--- config.mk ---
export PLATFORM = sky130hd
export DESIGN_NAME = instr_fetch_unit
export DESIGN_NICKNAME = d
export VERILOG_FILES = /design/src/rtl/instr_fetch_unit.sv
export SDC_FILE = /design/constraint.sdc
export NUM_CORES = 1
export LEC_CHECK = 0
export ABC_AREA = 1
export CAP_MARGIN = 0
export CORE_MARGIN = 5
export CORE_UTILIZATION = 55
export DETAILED_ROUTE_END_ITERATION = 8
export PLACE_DENSITY = 0.91
export SYNTH_ARGS = -nofsm -noshare
export SYNTH_HDL_FRONTEND = slang
export SYNTH_SLANG_ARGS = --single-unit
export TNS_END_PERCENT = 5
--- constraint.sdc ---
create_clock -name clk -period 4.1 [get_ports clk]
set_input_delay 0.82 -clock clk [delete_from_list [all_inputs] [get_ports clk]]
set_output_delay 0.82 -clock clk [all_outputs]
set_load 0.05 [all_outputs]
--- src/rtl/instr_fetch_unit.sv ---
// Fetch stage: owns the PC, keeps at most one imem request in flight, buffers one
// early response in a skid register, and presents {pc, instr, opcode} to decode.
module instr_fetch_unit #(
  parameter int unsigned     XLEN     = 32,
  parameter logic [XLEN-1:0] RESET_PC = {XLEN{1'b0}}
) (
  input  logic            clk,
  input  logic            rst_n,
  output logic            imem_req_valid,
  input  logic            imem_req_ready,
  output logic [XLEN-1:0] imem_req_addr,
  input  logic            imem_rsp_valid,
  input  logic [XLEN-1:0] imem_rsp_data,
  input  logic            redirect_valid,
  input  logic [XLEN-1:0] redirect_pc,
  input  logic            stall,
  output logic            if_valid,
  output logic [XLEN-1:0] if_pc,
  output logic [XLEN-1:0] if_instr,
  output logic [6:0]      if_opcode
);

  localparam logic [2:0] ST_IDLE = 3'd0;
  localparam logic [2:0] ST_REQ  = 3'd1;
  localparam logic [2:0] ST_WAIT = 3'd2;
  localparam logic [2:0] ST_DROP = 3'd3;
  localparam logic [2:0] ST_SKID = 3'd4;

  localparam logic [XLEN-1:0] PC_STEP    = XLEN'(4);
  localparam logic [XLEN-1:0] ALIGN_MASK = {{(XLEN-2){1'b1}}, 2'b00};

  logic [2:0]      state_q, state_d;
  logic [XLEN-1:0] pc_q, pc_d;
  logic [XLEN-1:0] inflight_pc_q, inflight_pc_d;
  logic [XLEN-1:0] skid_pc_q, skid_pc_d;
  logic [XLEN-1:0] skid_instr_q, skid_instr_d;
  logic            out_valid_q, out_valid_d;
  logic [XLEN-1:0] out_pc_q, out_pc_d;
  logic [XLEN-1:0] out_instr_q, out_instr_d;

  logic out_free;
  logic req_pending_next;

  // The output slot can take new data if it is empty or being consumed this cycle.
  assign out_free = !out_valid_q || !stall;

  // A request remains outstanding past this edge if its response has not shown up yet.
  assign req_pending_next = ((state_q == ST_WAIT) && !imem_rsp_valid) ||
                            ((state_q == ST_REQ)  &&  imem_req_ready) ||
                            ((state_q == ST_DROP) && !imem_rsp_valid);

  always_comb begin
    // NOTE: every signal assigned here gets a default first, so no path leaves one unassigned and no latch is inferred.
    state_d       = state_q;
    pc_d          = pc_q;
    inflight_pc_d = inflight_pc_q;
    skid_pc_d     = skid_pc_q;
    skid_instr_d  = skid_instr_q;
    out_valid_d   = out_valid_q;
    out_pc_d      = out_pc_q;
    out_instr_d   = out_instr_q;

    if (out_valid_q && !stall) begin
      out_valid_d = 1'b0;
    end

    case (state_q)
      ST_IDLE: state_d = ST_REQ;
      ST_REQ: begin
        if (imem_req_ready) begin
          inflight_pc_d = pc_q;
          pc_d          = pc_q + PC_STEP;
          state_d       = ST_WAIT;
        end
      end
      ST_WAIT: begin
        if (imem_rsp_valid) begin
          if (out_free) begin
            out_valid_d = 1'b1;
            out_pc_d    = inflight_pc_q;
            out_instr_d = imem_rsp_data;
            state_d     = ST_REQ;
          end else begin
            skid_pc_d    = inflight_pc_q;
            skid_instr_d = imem_rsp_data;
            state_d      = ST_SKID;
          end
        end
      end
      ST_SKID: begin
        if (!stall) begin
          out_valid_d = 1'b1;
          out_pc_d    = skid_pc_q;
          out_instr_d = skid_instr_q;
          state_d     = ST_REQ;
        end
      end
      ST_DROP: begin
        if (imem_rsp_valid) begin
          state_d = ST_REQ;
        end
      end
      default: state_d = ST_IDLE;
    endcase

    // Redirect flushes the output and skid; an in-flight response is discarded in DROP.
    if (redirect_valid) begin
      out_valid_d = 1'b0;
      pc_d        = redirect_pc & ALIGN_MASK;
      state_d     = req_pending_next ? ST_DROP : ST_REQ;
    end
  end

  always_ff @(posedge clk) begin
    // NOTE: sequential state uses non-blocking assignments so every register samples pre-edge values.
    if (!rst_n) begin
      state_q     <= ST_IDLE;
      pc_q        <= RESET_PC;
      out_valid_q <= 1'b0;
      out_pc_q    <= '0;
      out_instr_q <= '0;
    end else begin
      state_q     <= state_d;
      pc_q        <= pc_d;
      out_valid_q <= out_valid_d;
      out_pc_q    <= out_pc_d;
      out_instr_q <= out_instr_d;
    end
  end

  // NOTE: payload registers are only read when the FSM marks them live, so they carry no reset.
  always_ff @(posedge clk) begin
    inflight_pc_q <= inflight_pc_d;
    skid_pc_q     <= skid_pc_d;
    skid_instr_q  <= skid_instr_d;
  end

  assign imem_req_valid = (state_q == ST_REQ);
  assign imem_req_addr  = pc_q;
  assign if_valid       = out_valid_q;
  assign if_pc          = out_pc_q;
  assign if_instr       = out_instr_q;
  assign if_opcode      = out_instr_q[6:0];

endmodule

==> results of run 1 <==
## area by class of cell
cell class / instances / area [µm²] / share of cell area [%]
multi-input combinational: 554 / 2800 / 27.5
clock inverter: 10 / 65.1 / 0.639
timing repair buffer: 175 / 1740 / 17.1
inverter: 49 / 186 / 1.83
sequential: 188 / 4680 / 46.0
tap: 184 / 230 / 2.26
clock buffer: 22 / 474 / 4.66
antenna: 1 / 2.50 / 0.0246
## metal layers
| layer | share of wire (%) | up-vias | global-route usage, % |
|---|---|---|---|
| met5 | 0 | - | 0 |
| met4 | 3.4 | 0 | 10.3 |
| met3 | 6.8 | 52 | 4.59 |
| met2 | 49 | 273 | 40.3 |
| met1 | 41 | 3072 | 30.2 |
| li1 | - | 3130 | - |
## cells in the mapped netlist, drive strengths merged (2+ instances only)
master and number:
a21oi 24, a31oi 6, buf 29, clkbuf 25, clkinv 7, dfxtp 96
edfxtp 92, inv 42, nand2 262, nand3 94, nand4 3, nor2 55
nor3 9, o211a 62, o21ai 19, xnor2 2, xor2 8
## power groups by stage
stage	logic [mW]	registers, mW	clock network, mW
finish	0.635	2.12	1.51
global route	0.670	2.13	1.60
CTS	0.637	2.12	1.52
detailed placement	0.634	2.16	0
global placement	0.622	2.16	0
floorplan	0.214	2.34	0
## worst max path at each step
stage	startpoint	endpoint	slack (ns)	depth (start not counted)
finish	state_q[0]	imem_req_valid	1.32	3
global route	state_q[0]	imem_req_valid	1.26	3
CTS	state_q[0]	imem_req_valid	1.32	3
global placement	redirect_valid	imem_req_addr[16]	1.30	8
floorplan	stall	skid_instr_q[0]	1.38	4
detailed placement	redirect_valid	imem_req_addr[16]	1.20	8
## through the flow
stage / area (µm²) / power, mW / hold slack, ns / setup slack (ns)
after detailed placement: 9640 / 2.79 / 0.436 / 1.20
after CTS: 10200 / 4.28 / 0.452 / 1.32
after floorplan: 7980 / 2.55 / 0.427 / 1.38
after global routing: 10200 / 4.40 / 0.465 / 1.26
final: 10200 / 4.27 / 0.452 / 1.32
after global placement: 9640 / 2.78 / 0.430 / 1.30
## flip-flops by register name, indices dropped and copies added (netlist names)
signal / count
if_pc: 30
skid_instr_q: 32
if_instr: 32
inflight_pc_q: 30
skid_pc_q: 30
state_q: 3
imem_req_addr: 30
if_valid: 1
## layout by cell type, fill, tap and decap left out, types with 2 or more instances in the layout
cell type        Yosys  layout
a21oi_1             23      23
a31oi_1              6       6
buf_4               12       6
clkbuf_1            25       2
clkbuf_16            0      17
clkbuf_8             0       3
clkdlybuf4s50_1      0     167
clkinv_1             7       7
clkinv_2             0       5
clkinvlp_4           0       3
conb_1               1       4
dfxtp_1             96      96
edfxtp_1            92      92
inv_1               36      35
inv_2                5       6
nand2_1            259     259
nand2_2              2       2
nand3_1             94      94
nand4_1              3       3
nor2_1              51      51
nor2_2               2       2
nor2_4               2       2
nor3_1               8       8
o211a_1             62      62
o21ai_0              8       8
o21ai_1             10      10
xnor2_1              2       2
xor2_1               8       8
## logic make-up after synthesis
kind of cell    Yosys count  synth area share, %
compound gates          114                 11.3
fa+ha+maj                 1                0.157
buf+inv                 103                 6.25
other cells               1               0.0471
flops                   188                 58.8
simple gates            425                 22.3
xor+xnor                 10                 1.10
==> flow_metrics.env, run 1 <==
export IMPL_p_seq_share_pct=49.7
export IMPL_fin_nets=1056
export IMPL_routedWlPerCell_um=17.1
export IMPL_end_kind="primary output"
export IMPL_outcome="finished, final reports clean"
export IMPL_root_buffer="clkbuf_16"
export IMPL_cp_arrival_ns=1.96
export IMPL_yosys_top_cells_area="edfxtp_1 (35%), dfxtp_1 (24%), nand2_1 (12%)"
export IMPL_syn_cell_area_um2=7970
export IMPL_hold_depth=0
export IMPL_drc=0
export IMPL_synth_edf_count=92
export IMPL_grt_usage_pct=23.9
export IMPL_r2r_cells=9
export IMPL_postCtsSetupRepairBufs=0
export IMPL_crit_buf_inv=2
export IMPL_hp_class="register to register"
export IMPL_clock_sinks=188
export IMPL_portBuffers=168
export IMPL_finalHoldViolations=0
export IMPL_path_max_fanout=4
export IMPL_die_area_um2=17000
export IMPL_finalNonFillerCells=1183
export IMPL_grt_pass1_vias=6309
export IMPL_cts_made_buffers=17
export IMPL_power_density_nw_per_um2=419
export IMPL_yosysSeqAreaShare_pct=58.8
export IMPL_ff2ff_setup_slack_ns=1.83
export IMPL_postRouteWirelength_um=20200
export IMPL_first_pass_iters=5
export IMPL_coreArea_um2=14400
export IMPL_setup_viol=0
export IMPL_synth_avg_cell_area_um2=9.47
export IMPL_ys_seq_elements=188
export IMPL_period_share_pct=67.8
export IMPL_area_delta_synth_final_pct=27.8
export IMPL_grt_start_max_net_pins=103
export IMPL_clock_power_share_pct=35.5
export IMPL_crit_chain="inv_2 -> nor3_4 -> clkdlybuf4s50_1"
export IMPL_p_int_mw=3.10
export IMPL_post_synth_top_area_fraction_pct=34.7
export IMPL_dp_cells=1150
export IMPL_switching_share_pct=27.3
export IMPL_r2r_start="state_q[1]"
export IMPL_drt_iter0_markers=631
export IMPL_grt_overflow_total=0
export IMPL_grt_pass1_wl_um=31600
export IMPL_synth_flop_cell="dfxtp_1"
export IMPL_gp_congestion=0.932
export IMPL_power_leakage_nw=4.11
export IMPL_yosysTopAreaCell="edfxtp_1"
export IMPL_antenna_found_initial=1
export IMPL_ioPinCount=175
export IMPL_finalCriticalPeriod_ns=2.78
export IMPL_clock_skew_final_ns=0.0134
export IMPL_finalSetupTns_ns=0
export IMPL_rows=44
export IMPL_drive_gt1_share_pct=5.51
export IMPL_vdd_drop_max_uv=324
export IMPL_crit_family="buffers and inverters"
export IMPL_clk_pin_slew_ns=0.07
export IMPL_p_switching_mw=1.17
export IMPL_vias=6527
export IMPL_dieHeight_um=130
export IMPL_synthArstFlopShare_pct=0
export IMPL_clk_path_buf_depth=2
export IMPL_worstSetupPathType="register to primary output"
export IMPL_cts_resized=0
export IMPL_cts_hold_buf=0
export IMPL_holdPathEnd="skid_pc_q[28]"
export IMPL_cpMaxStageDelayCell="clkdlybuf4s50_1"
export IMPL_cts_tree="done"
export IMPL_nFillCells=1068
export IMPL_start_util_pct=55.5
export IMPL_post_route_util_pct=70.9
export IMPL_timing_rr_end="if_instr[28]"
export IMPL_die_w_um=130
export IMPL_min_delay_start="inflight_pc_q[28]"
export IMPL_via_per_inst=5.52
export IMPL_maxCapViolations=0
export IMPL_final_antenna_net_count=0
export IMPL_max_stage_delay_ns=0.84
export IMPL_netlist_instances=842
export IMPL_tightest_slew_ns=0.862
export IMPL_power_frac_comb_pct=14.9
export IMPL_fmax_ghz=0.360
export IMPL_ys_types=37
export IMPL_yosysWarningCount=0
export IMPL_clk_latency_ns=0.43
export IMPL_dp_hpwl_um=13400
export IMPL_rsz0062_at_grt="no"
export IMPL_crit_required_ns=3.28
export IMPL_worstSetupStartpointType="register"
export IMPL_htreeDepth=4
export IMPL_drv_slew=0
export IMPL_maxSlewHeadroom_pct=42.5
No activity file was read; power rests on OpenSTA's default activity.
==> inputs of run 2 (changes only) <==
--- a/config.mk
+++ b/config.mk
@@ -8,9 +8,9 @@
 export ABC_AREA = 1
 export CAP_MARGIN = 0
 export CORE_MARGIN = 5
-export CORE_UTILIZATION = 55
+export CORE_UTILIZATION = 51
 export DETAILED_ROUTE_END_ITERATION = 8
-export PLACE_DENSITY = 0.91
+export PLACE_DENSITY = 0.85
 export SYNTH_ARGS = -nofsm -noshare
 export SYNTH_HDL_FRONTEND = slang
 export SYNTH_SLANG_ARGS = --single-unit
==> constraint.sdc (replaced) <==
create_clock -name clk -period 2.7 [get_ports clk]
set_input_delay 0.54 -clock clk [delete_from_list [all_inputs] [get_ports clk]]
set_output_delay 0.54 -clock clk [all_outputs]
set_load 0.05 [all_outputs]
==> flow_metrics.env, run 2 (synthesis results as in run 1) <==
export IMPL_outcome="finished, final reports clean"
export IMPL_clk_path_buf_depth=2
export IMPL_cts_tree="done"
export IMPL_dieHeight_um=135
export IMPL_p_seq_share_pct=48.5
export IMPL_ioPinCount=175
export IMPL_grt_pass1_wl_um=33000
export IMPL_maxSlewHeadroom_pct=52.0
export IMPL_worstSetupPathType="register to primary output"
export IMPL_htreeDepth=4
export IMPL_clk_pin_slew_ns=0.07
export IMPL_cts_hold_buf=0
export IMPL_drv_slew=0
export IMPL_power_density_nw_per_um2=641
export IMPL_fmax_ghz=0.409
export IMPL_tightest_slew_ns=0.720
export IMPL_first_pass_iters=6
export IMPL_post_route_util_pct=67.9
export IMPL_gp_congestion=0.905
export IMPL_vias=6565
export IMPL_setup_viol=0
export IMPL_finalHoldViolations=0
export IMPL_setup_slack_ns=0.252
export IMPL_die_area_um2=18200
export IMPL_finalSetupTns_ns=0
export IMPL_vdd_drop_max_uv=490
export IMPL_max_stage_delay_ns=0.84
export IMPL_power_mw=6.64
export IMPL_cts_resized=0
export IMPL_rsz0062_at_grt="no"
export IMPL_crit_required_ns=2.16
export IMPL_register_area_um2=4680
export IMPL_r2r_cells=10
export IMPL_antenna_found_initial=1
export IMPL_drive_gt1_share_pct=6.27
export IMPL_period_share_pct=90.7
export IMPL_r2r_start="imem_req_addr[3]"
export IMPL_coreArea_um2=15300
export IMPL_dp_hpwl_um=14100
export IMPL_area_delta_synth_final_pct=30.0
export IMPL_crit_chain="inv_2 -> nor3_4 -> clkdlybuf4s50_1"
export IMPL_grt_overflow_total=0
export IMPL_p_int_mw=4.87
export IMPL_via_per_inst=5.39
export IMPL_path_max_fanout=4
export IMPL_fin_nets=1063
export IMPL_multi_input_area_um2=2800
export IMPL_maxCapViolations=0
export IMPL_switching_share_pct=26.7
export IMPL_final_antenna_net_count=0
export IMPL_hp_class="register to register"
export IMPL_postCtsSetupRepairBufs=0
export IMPL_power_frac_comb_pct=14.8
export IMPL_holdPathEnd="skid_pc_q[24]"
export IMPL_p_switching_mw=1.77
export IMPL_drc=0
export IMPL_ff2ff_setup_slack_ns=0.67
export IMPL_nFillCells=1157
export IMPL_grt_pass1_vias=6268
export IMPL_portBuffers=168
export IMPL_timing_rr_end="imem_req_addr[18]"
export IMPL_clock_power_share_pct=36.7
export IMPL_cpMaxStageDelayCell="clkdlybuf4s50_1"
export IMPL_clock_sinks=188
export IMPL_min_delay_start="inflight_pc_q[24]"
export IMPL_final_cell_mix="nand2_1 (259), clkdlybuf4s50_1 (167), dfxtp_1 (96)"
export IMPL_postRouteWirelength_um=20900
export IMPL_worstSetupStartpointType="register"
export IMPL_fin_area_um2=10400
export IMPL_grt_usage_pct=23.0
export IMPL_power_leakage_nw=4.18
export IMPL_finalCriticalPeriod_ns=2.45
export IMPL_rows=45
export IMPL_grt_start_max_net_pins=74
export IMPL_cts_made_buffers=17
export IMPL_placed_area_um2=9780
export IMPL_layout_commonest_cell="nand2_1"
export IMPL_hold_depth=0
export IMPL_pre_cts_ws_ns=0.421
export IMPL_clock_skew_final_ns=0.00974
export IMPL_drt_iter0_markers=591
export IMPL_root_buffer="clkbuf_16"
export IMPL_cp_arrival_ns=1.91
export IMPL_clk_latency_ns=0.43
export IMPL_routedWlPerCell_um=17.2
export IMPL_die_w_um=135
export IMPL_end_kind="primary output"
export IMPL_start_util_pct=52.2
==> run 2: cell count changes in the layout (fill, tap and decap cells not counted) <==
cell | before | now
buf_12 | 1 | 5
clkbuf_8 | 3 | 5
clkinv_2 | 5 | 3
buf_4 | 6 | 9
clkbuf_1 | 2 | 1
bufinv_16 | 0 | 1
==> run 2: layer usage <==
metal	wire [µm]	vias to the layer above	track usage [%]
li1	-	3143	-
met1	8590	3078	30.2
met2	10100	297	37.7
met3	1520	47	4.40
met4	687	0	9.63
met5	0	-	0
==> run 2: power groups by stage <==
stage,sequential (mW),combinational [mW],clock (mW)
final,3.22,0.983,2.44
after global routing,3.24,1.04,2.60
after CTS,3.22,0.987,2.47
after detailed placement,3.28,0.983,0
after global placement,3.27,0.968,0
after floorplan,3.55,0.325,0
==> run 2: worst max-delay path by stage <==
stage | start | end | cells past startpoint | slack, ns
finish | state_q[0] | imem_req_valid | 3 | 0.25
global route | state_q[0] | imem_req_valid | 3 | 0.14
detailed placement | redirect_valid | imem_req_addr[20] | 8 | 0.42
global placement | redirect_valid | imem_req_addr[20] | 8 | 0.46
floorplan | if_valid | skid_instr_q[0] | 4 | 0.09
CTS | state_q[0] | imem_req_valid | 3 | 0.23
==> run 2: layout make-up <==
class                           instances  share of cell area (%)
Timing Repair Buffer                  182                    17.8
Multi-Input combinational cell        554                    27.0
Antenna cell                            1                  0.0241
Clock buffer                           23                    4.81
Clock inverter                          9                   0.821
Tap cell                              211                    2.55
Inverter                               49                    1.80
Sequential cell                       188                    45.2
==> run 2: metrics by stage <==
stage / cells / hold slack (ns)
3_3_place_gp: 1184 / 0.430
6_report: 1217 / 0.448
5_1_grt: 1217 / 0.454
2_1_floorplan: 845 / 0.427
3_5_place_dp: 1184 / 0.434
4_1_cts: 1216 / 0.449
==> run 2: worst max-delay path: cells and delay by family, from the launching register on <==
kind,cells,cell delay [ns]
and+or+nand+nor,1,0.16
DFF,1,0.40
buffers and inverters,2,0.93
==> inputs of run 3 (changes only) <==
--- a/config.mk
+++ b/config.mk
@@ -11,6 +11,7 @@
 export CORE_UTILIZATION = 51
 export DETAILED_ROUTE_END_ITERATION = 8
 export PLACE_DENSITY = 0.85
+export RECOVER_POWER = 100
 export SYNTH_ARGS = -nofsm -noshare
 export SYNTH_HDL_FRONTEND = slang
 export SYNTH_SLANG_ARGS = --single-unit
==> flow_metrics.env, run 3 (synthesis results as in run 1) <==
export IMPL_clk_path_buf_depth=2
export IMPL_cpMaxStageDelayCell="dlygate4sd3_1"
export IMPL_grt_overflow_total=0
export IMPL_die_w_um=135
export IMPL_power_frac_comb_pct=14.2
export IMPL_routedWlPerCell_um=17.2
export IMPL_hp_class="register to register"
export IMPL_end_kind="primary output"
export IMPL_multi_input_area_um2=2780
export IMPL_fin_nets=1063
export IMPL_maxCapViolations=0
export IMPL_finalCriticalPeriod_ns=2.51
export IMPL_portBuffers=168
export IMPL_hold_depth=0
export IMPL_met3_length_um=1410
export IMPL_crit_buf_inv=2
export IMPL_register_area_um2=4680
export IMPL_drive_gt1_share_pct=5.37
export IMPL_rows=45
export IMPL_clk_latency_ns=0.43
export IMPL_min_delay_start="inflight_pc_q[24]"
export IMPL_rsz0062_at_grt="no"
export IMPL_power_leakage_nw=4.48
export IMPL_grt_start_max_net_pins=74
export IMPL_r2r_cells=9
export IMPL_ff2ff_setup_slack_ns=0.43
export IMPL_met2_length_um=10200
export IMPL_clock_sinks=188
export IMPL_placed_area_um2=9780
export IMPL_maxSlewHeadroom_pct=5.50
export IMPL_antenna_found_initial=1
export IMPL_finalHoldViolations=0
export IMPL_cts_resized=0
export IMPL_grt_pass1_vias=6268
export IMPL_holdPathEnd="skid_pc_q[24]"
export IMPL_crit_chain="inv_1 -> nor3_4 -> dlygate4sd3_1"
export IMPL_routed_top_layer="met4"
export IMPL_worstSetupStartpointType="register"
export IMPL_vdd_drop_max_uv=490
export IMPL_dp_hpwl_um=14100
export IMPL_fmax_ghz=0.399
export IMPL_p_int_mw=4.82
export IMPL_power_mw=6.60
export IMPL_drv_slew=0
export IMPL_clock_power_share_pct=37.0
export IMPL_drc=0
export IMPL_ioPinCount=175
export IMPL_clock_skew_final_ns=0.0104
export IMPL_worstSetupPathType="register to primary output"
export IMPL_postCtsSetupRepairBufs=0
export IMPL_cts_hold_buf=0
export IMPL_dieHeight_um=135
export IMPL_whs_ns=0.445
export IMPL_p_seq_share_pct=48.8
export IMPL_via_per_inst=5.36
export IMPL_max_stage_delay_ns=0.90
export IMPL_cts_made_buffers=17
export IMPL_root_buffer="clkbuf_16"
export IMPL_switching_share_pct=26.9
export IMPL_grt_pass1_wl_um=33000
export IMPL_cts_tree="done"
export IMPL_first_pass_iters=6
export IMPL_timing_rr_end="imem_req_addr[16]"
export IMPL_gp_congestion=0.905
export IMPL_outcome="finished, final reports clean"
export IMPL_finalSetupTns_ns=0
export IMPL_clk_pin_slew_ns=0.07
export IMPL_vias=6525
export IMPL_start_util_pct=52.2
export IMPL_die_area_um2=18200
export IMPL_path_max_fanout=4
export IMPL_drt_iter0_markers=583
export IMPL_grt_usage_pct=23.0
export IMPL_area_delta_synth_final_pct=29.5
export IMPL_cp_arrival_ns=1.97
export IMPL_crit_family="buffers and inverters"
export IMPL_htreeDepth=4
export IMPL_coreArea_um2=15300
export IMPL_r2r_start="state_q[0]"
export IMPL_power_density_nw_per_um2=639
export IMPL_crit_required_ns=2.16
export IMPL_setup_viol=0
export IMPL_wl_met1_um=8700
export IMPL_p_switching_mw=1.77
export IMPL_period_share_pct=92.8
export IMPL_fin_area_um2=10300
export IMPL_final_antenna_net_count=0
export IMPL_final_cell_mix="nand2_1 (261), dlygate4sd3_1 (135), dfxtp_1 (96)"
export IMPL_tightest_slew_ns=1.42
export IMPL_postRouteWirelength_um=21000
export IMPL_nFillCells=1164
export IMPL_layout_commonest_cell="nand2_1"
run 3: changes by cell type in the layout (fill, tap and decap cells not counted), sizes merged:
cell and change:
clkbuf +5, inv -1, buf -5, dlygate4sd3 +135, clkinv +1, clkdlybuf4s50 -135
run 3: power groups by stage:
stage	Combinational (mW)	Sequential, mW	Clock, mW
after CTS	0.987	3.22	2.47
final	0.934	3.22	2.44
after global placement	0.968	3.27	0
after floorplan	0.325	3.55	0
after global routing	0.985	3.23	2.60
after detailed placement	0.983	3.28	0
run 3: cell type report:
type	count	share of cell area, %
flip-flops and latches	188	45.4
multi-input cells	554	27.0
repair buffers	182	17.6
clock buffers	23	4.82
well taps	211	2.56
inverters	49	1.81
clock inverters	9	0.824
diodes	1	0.0242
run 3: per-stage QoR:
stage / utilization (%) / std cells / worst slack (ns)
after detailed placement: 64.1 / 1184 / 0.421
after CTS: 67.9 / 1216 / 0.227
final: 67.7 / 1217 / 0.194
after global placement: 64.1 / 1184 / 0.457
after floorplan: - / 845 / 0.0867
after global routing: 67.7 / 1217 / 0.0849
run 3: worst max-delay path by stage:
stage,start,end,cells past startpoint
after floorplan,if_valid,skid_instr_q[0],4
after global placement,redirect_valid,imem_req_addr[20],8
after detailed placement,redirect_valid,imem_req_addr[20],8
after CTS,state_q[0],imem_req_valid,3
after global routing,state_q[0],imem_req_valid,3
final,state_q[0],imem_req_valid,3
run 3: per-layer routing:
layer | vias up | GRT usage, %
met3 | 49 | 4.40
li1 | 3142 | -
met5 | - | 0
met2 | 282 | 37.7
met1 | 3052 | 30.2
met4 | 0 | 9.63
